File: config.mk
export PLATFORM = sky130hd
export DESIGN_NAME = stream_mask_ctrl
export DESIGN_NICKNAME = d
export VERILOG_FILES = /design/src/rtl/stream_mask_pkg.sv /design/src/rtl/axis_skid_buf.sv /design/src/rtl/stream_mask_ctrl.sv
export SDC_FILE = /design/constraint.sdc
export NUM_CORES = 1
export LEC_CHECK = 0
export ABC_AREA = 1
export CAP_MARGIN = 10
export CORE_UTILIZATION = 42
export DETAILED_ROUTE_END_ITERATION = 16
export GPL_TIMING_DRIVEN = 0
export PLACE_DENSITY = 0.71
export SLEW_MARGIN = 40
export SYNTH_ARGS = -nofsm -noshare
export SYNTH_HDL_FRONTEND = slang
export SYNTH_SLANG_ARGS = --single-unit
File: constraint.sdc
create_clock -name aclk -period 2.25 [get_ports aclk]
set_input_delay 0.45 -clock aclk [delete_from_list [all_inputs] [get_ports aclk]]
set_output_delay 0.45 -clock aclk [all_outputs]
set_load 0.03 [all_outputs]
File: src/rtl/stream_mask_pkg.sv
// Shared types and default widths for the stream word-mask controller.
// Imported by the controller top and kept free of any logic.
package stream_mask_pkg;

   localparam int STREAM_DATA_W = 32;
   localparam int STREAM_LEN_W  = 16;
   localparam logic [STREAM_DATA_W-1:0] STREAM_DEFAULT_MASK = 32'h0000_ffff;

   typedef enum logic [1:0] {
      IDLE  = 2'd0,
      RUN   = 2'd1,
      DRAIN = 2'd2
   } mask_state_t;

endpackage

File: src/rtl/axis_skid_buf.sv
// Two-entry valid/ready register slice: an output register plus one skid entry.
// in_ready is taken straight from the skid flop, so the upstream path is fully registered.
module axis_skid_buf #(
   parameter int W = 33
) (
   input  logic         clk,
   input  logic         rst_n,
   input  logic         in_valid,
   input  logic [W-1:0] in_data,
   output logic         in_ready,
   output logic         out_valid,
   output logic [W-1:0] out_data,
   input  logic         out_ready,
   output logic         empty
);

   logic         out_valid_reg, out_valid_next;
   logic [W-1:0] out_data_reg, out_data_next;
   logic         skid_valid_reg, skid_valid_next;
   logic [W-1:0] skid_data_reg, skid_data_next;
   logic         in_fire;

   assign in_ready  = !skid_valid_reg;
   assign in_fire   = in_valid && !skid_valid_reg;
   assign out_valid = out_valid_reg;
   assign out_data  = out_data_reg;
   assign empty     = !out_valid_reg && !skid_valid_reg;

   always_comb begin
      out_valid_next  = out_valid_reg;
      out_data_next   = out_data_reg;
      skid_valid_next = skid_valid_reg;
      skid_data_next  = skid_data_reg;
      if (!out_valid_reg || out_ready) begin
         // Output register is free this cycle: refill from skid first to keep order.
         if (skid_valid_reg) begin
            out_valid_next  = 1'b1;
            out_data_next   = skid_data_reg;
            skid_valid_next = 1'b0;
         end else begin
            out_valid_next = in_fire;
            if (in_fire) begin
               out_data_next = in_data;
            end
         end
      end else if (in_fire) begin
         skid_valid_next = 1'b1;
         skid_data_next  = in_data;
      end
   end

   always_ff @(posedge clk or negedge rst_n) begin
      if (!rst_n) begin
         out_valid_reg  <= 1'b0;
         out_data_reg   <= '0;
         skid_valid_reg <= 1'b0;
         skid_data_reg  <= '0;
      end else begin
         out_valid_reg  <= out_valid_next;
         out_data_reg   <= out_data_next;
         skid_valid_reg <= skid_valid_next;
         skid_data_reg  <= skid_data_next;
      end
   end

endmodule

File: src/rtl/stream_mask_ctrl.sv
// Word-mask sequencer between MM2S and the FFT input: masks each word, counts
// words into fixed-length frames for TLAST, and re-samples config only at frame boundaries.
module stream_mask_ctrl
   import stream_mask_pkg::*;
#(
   parameter int                DATA_W       = STREAM_DATA_W,
   parameter int                LEN_W        = STREAM_LEN_W,
   parameter logic [DATA_W-1:0] DEFAULT_MASK = STREAM_DEFAULT_MASK
) (
   input  logic              aclk,
   input  logic              aresetn,
   input  logic              cfg_enable,
   input  logic [DATA_W-1:0] cfg_mask,
   input  logic [LEN_W-1:0]  cfg_frame_len,
   input  logic [DATA_W-1:0] s_axis_tdata,
   input  logic              s_axis_tvalid,
   output logic              s_axis_tready,
   output logic [DATA_W-1:0] m_axis_tdata,
   output logic              m_axis_tvalid,
   input  logic              m_axis_tready,
   output logic              m_axis_tlast,
   output logic [LEN_W-1:0]  frame_count,
   output logic              busy
);

   mask_state_t       state_reg, state_next;
   logic [DATA_W-1:0] mask_reg, mask_next;
   logic [LEN_W-1:0]  len_reg, len_next;
   logic [LEN_W-1:0]  word_idx_reg, word_idx_next;
   logic [LEN_W-1:0]  frame_count_reg, frame_count_next;

   logic              input_open;
   logic              accept;
   logic              is_last;
   logic              slice_in_ready;
   logic              slice_empty;
   logic [DATA_W-1:0] masked_data;
   logic [DATA_W:0]   slice_out;

   // In DRAIN a zero word index means the frame's last word is already in.
   assign input_open    = (state_reg == RUN) || ((state_reg == DRAIN) && (word_idx_reg != '0));
   assign s_axis_tready = input_open && slice_in_ready;
   assign accept        = s_axis_tvalid && s_axis_tready;
   assign is_last       = (word_idx_reg == (len_reg - LEN_W'(1)));
   assign busy          = (state_reg != IDLE);
   assign frame_count   = frame_count_reg;

   genvar gi;
   generate
      for (gi = 0; gi < DATA_W; gi++) begin : g_mask
         assign masked_data[gi] = s_axis_tdata[gi] & mask_reg[gi];
      end
   endgenerate

   axis_skid_buf #(
      .W (DATA_W + 1)
   ) u_slice (
      .clk       (aclk),
      .rst_n     (aresetn),
      .in_valid  (accept),
      .in_data   ({is_last, masked_data}),
      .in_ready  (slice_in_ready),
      .out_valid (m_axis_tvalid),
      .out_data  (slice_out),
      .out_ready (m_axis_tready),
      .empty     (slice_empty)
   );

   assign m_axis_tlast = slice_out[DATA_W];
   assign m_axis_tdata = slice_out[DATA_W-1:0];

   always_comb begin
      state_next       = state_reg;
      mask_next        = mask_reg;
      len_next         = len_reg;
      word_idx_next    = word_idx_reg;
      frame_count_next = frame_count_reg;

      if (m_axis_tvalid && m_axis_tready && m_axis_tlast) begin
         frame_count_next = frame_count_reg + LEN_W'(1);
      end

      if (accept) begin
         if (is_last) begin
            // Boundary: new config governs the next word; a zero length is ignored.
            word_idx_next = '0;
            mask_next     = cfg_mask;
            if (cfg_frame_len != '0) begin
               len_next = cfg_frame_len;
            end
         end else begin
            word_idx_next = word_idx_reg + LEN_W'(1);
         end
      end

      case (state_reg)
         IDLE: begin
            if (cfg_enable && (cfg_frame_len != '0)) begin
               state_next    = RUN;
               mask_next     = cfg_mask;
               len_next      = cfg_frame_len;
               word_idx_next = '0;
            end
         end
         RUN: begin
            if (!cfg_enable) begin
               state_next = DRAIN;
            end
         end
         DRAIN: begin
            if ((word_idx_reg == '0) && slice_empty) begin
               state_next = IDLE;
            end
         end
         default: state_next = IDLE;
      endcase
   end

   always_ff @(posedge aclk or negedge aresetn) begin
      if (!aresetn) begin
         state_reg       <= IDLE;
         mask_reg        <= DEFAULT_MASK;
         len_reg         <= '0;
         word_idx_reg    <= '0;
         frame_count_reg <= '0;
      end else begin
         state_reg       <= state_next;
         mask_reg        <= mask_next;
         len_reg         <= len_next;
         word_idx_reg    <= word_idx_next;
         frame_count_reg <= frame_count_next;
      end
   end

endmodule

==> results.cfg <==
[run_status]
status = complete, but fails checks
violations = setup timing

[logic_synthesis]
seq_area_frac_synth_pct = 51.2
syn_inst = 932
synth.top_cells.by_count = sky130_fd_sc_hd__nand2_1, sky130_fd_sc_hd__dfrtp_1, sky130_fd_sc_hd__nand3_1, sky130_fd_sc_hd__o21ai_0, sky130_fd_sc_hd__nor2_1
netlist.area_leader.share_pct = 45.5
synth_top_cells_by_area = sky130_fd_sc_hd__dfrtp_1, sky130_fd_sc_hd__nand2_1, sky130_fd_sc_hd__nand3_1
synth.yosys.warnings = 0
async_reset_ff_share_pct = 100
netlist-cell-type-count = 37
syn-cell-area_um2 = 7380
synth.avg_cell_area_um2 = 7.91
synth_fp_nets = 1021
synthDominantAreaCellType = sky130_fd_sc_hd__dfrtp_1
synth-main-ff-cell = sky130_fd_sc_hd__dfrtp_1
synth-edff-count = 0
ys_seq_elements = 150
yosysMostFrequentCell = sky130_fd_sc_hd__nand2_1

[clock_tree]
cts.clk_slew.worst_paths_ns = 0.06
cts_made_buffers = 17
clkLatencyLatePin_ns = 0.43
cts.root.buffer_cell = sky130_fd_sc_hd__clkbuf_16
cts_tree = yes
cts.sink_count = 150
h-tree-depth = 4
cts_max_path_buffers = 2

[finish]
layout-area-overhead-vs-synth_pct = 38.4
finish.utilization_pct = 59.2
finalNetCount = 1200
antenna_diode_count = 0
final_layout_size_suffix_gt1_share_pct = 14.6

[sta]
fmaxAchievable_mhz = 444
grt_setup_unrepaired = yes
finalHoldWorstSlack_ns = 0.457
timing_hold_violations_final = 0
period_share_pct = 100
report.final.slew_viol_count = 0
timing.slew.headroom_pct = 62.6
clock-skew-final_ns = 0.00799
finish_stage_setup_viols = 1
final_worst_slack_ns = -0.000271
timing_worst_slew_pin_value_ns = 0.557
min_period_ns = 2.25

[placement]
gp_routability_congestion = 0.904
hpwlAfterDp_um = 14600
dpl_worst_slack_ns = -0.928
portBuffers = 136

[routing]
drt_first_pass_iters = 5
routed_wl_um = 20700
antenna_violating_nets_post_route = 0
avgRoutedWirePerCell_um = 15.3
vias_per_cell = 5.12
dr_total_vias = 6904
remaining_drc_errors = 0
drt_first_iter_violations = 516

[critical_path]
required_ns = 1.80
reg2reg_to = len_reg[3]
worst-path-max-fanout = 4
r2r_start = len_reg[1]
setup.reg_to_reg.worst_slack_ns = 0.02
endpoint_kind = output port
ff2ff_path_depth = 12
criticalPathCategory = reg2out
setup.worst_path.start_class = register
worstPathArrival_ns = 1.80

[pwr]
total_power_w = 0.00792
max-vdd-ir-drop_uv = 618
power.density_cell_area_nw_per_um2 = 776
static_leakage_power_nw = 5.02

[global_routing]
global_route.overflow_total = 0
wire_length_of_the_first_global_routing_pass_um = 32900
vias_in_the_first_global_route = 6560
antenna_found_initial = 0
groute.usage.overall_pct = 23.3
grt_start_max_net_pins = 71

[floorplan]
io_pins = 137
placeableCoreArea_um2 = 17200
initial_utilization_pct = 42.8
floorplan.die.width_um = 135
die-area_um2 = 18100
die_height_um = 135
placement_rows = 48

[flow_run]
cap_viol_max_count = 0

[worst_hold_path]
holdCritPathClass = in2async
## critical path, stage by stage, from the launching register on
cell	delay (ns)
sky130_fd_sc_hd__dfrtp_1	0.41
sky130_fd_sc_hd__inv_1	0.14
sky130_fd_sc_hd__nand3_1	0.10
sky130_fd_sc_hd__nor2_2	0.16
sky130_fd_sc_hd__nand2_1	0.10
sky130_fd_sc_hd__nand2_2	0.09
sky130_fd_sc_hd__nand2_4	0.09
sky130_fd_sc_hd__nand2_4	0.08
sky130_fd_sc_hd__inv_1	0.04
sky130_fd_sc_hd__clkbuf_4	0.17
## worst max path at each step
stage / from / slack [ns] / cells past startpoint / endpoint
2_1_floorplan: len_reg[0] / 0.23 / 11 / word_idx_reg[8]
3_3_place_gp: aresetn / -5.37 / 1 / len_reg[8]
3_5_place_dp: cfg_frame_len[7] / -0.93 / 9 / mask_reg[27]
4_1_cts: word_idx_reg[1] / -0.05 / 10 / s_axis_tready
5_1_grt: len_reg[1] / -0.13 / 15 / len_reg[3]
6_report: word_idx_reg[13] / -0.0003 / 9 / s_axis_tready
## metrics by stage
stage | setup TNS, ns | instance area (um^2) | std cells
detailed placement | -58.23 | 9080 | 1295
global placement | -830.72 | 9020 | 1293
floorplan | 0 | 7380 | 932
global route | -5.64 | 10200 | 1349
finish | -0.000271 | 10200 | 1349
CTS | -0.0505 | 9880 | 1335
## layout by cell type, fill, tap and decap left out, drive strengths merged
cell type / count
nand2: 327
clkdlybuf4s50: 134
dfrtp: 134
o21ai: 106
nand3: 100
nor2: 75
inv: 63
clkbuf: 42
buf: 39
xor2: 20
dfstp: 16
nand4: 14
nor3: 13
xnor2: 7
clkinv: 7
a21oi: 6
bufinv: 5
ha: 4
nand3b: 3
and2: 1
o31ai: 1
nor4: 1
o21ba: 1
mux2: 1
a22oi: 1
o211ai: 1
clkinvlp: 1
dlygate4sd3: 1
## cell families after synthesis
group,Yosys count,synth area share [%]
AOI/OAI and AO/OA,116,8.04
xor gates and xnor gates,27,3.21
adders and majority gates,4,0.679
buffers and inverters,101,5.94
DFF,150,51.2
muxes,1,0.153
and+or+nand+nor,533,30.8
## power breakdown
part,internal [W],switching [W],total [W]
Clock,0.00194,0.00114,0.00308
Combinational,0.000694,0.00102,0.00171
Sequential,0.00292,0.000209,0.00313
## area by class of cell
cell class / instances / area, um^2
well taps: 225 / 282
inverters: 64 / 259
plain buffers: 37 / 264
flip-flops and latches: 150 / 3780
clock buffers: 20 / 467
multi-input cells: 682 / 3380
repair buffers: 159 / 1600
fillers: 1526 / 7030
clock inverters: 12 / 174
## what timing repair did
action,CTS,global route
setup buffers,7,11
resized for setup,36,72
cloned,0,3
setup endpoints to repair,131,135
hold buffers,1,0
hold endpoints to repair,27,0
pin swaps,6,9
## routing by layer
| metal | track usage [%] | up-vias | share of wire, % |
|---|---|---|---|
| li1 | - | 3377 | - |
| met1 | 31.6 | 3286 | 46 |
| met2 | 37.0 | 204 | 47 |
| met3 | 3.75 | 37 | 4.4 |
| met4 | 9.99 | 0 | 2.6 |
| met5 | 0 | - | 0 |
No activity file was read; power rests on OpenSTA's default activity.
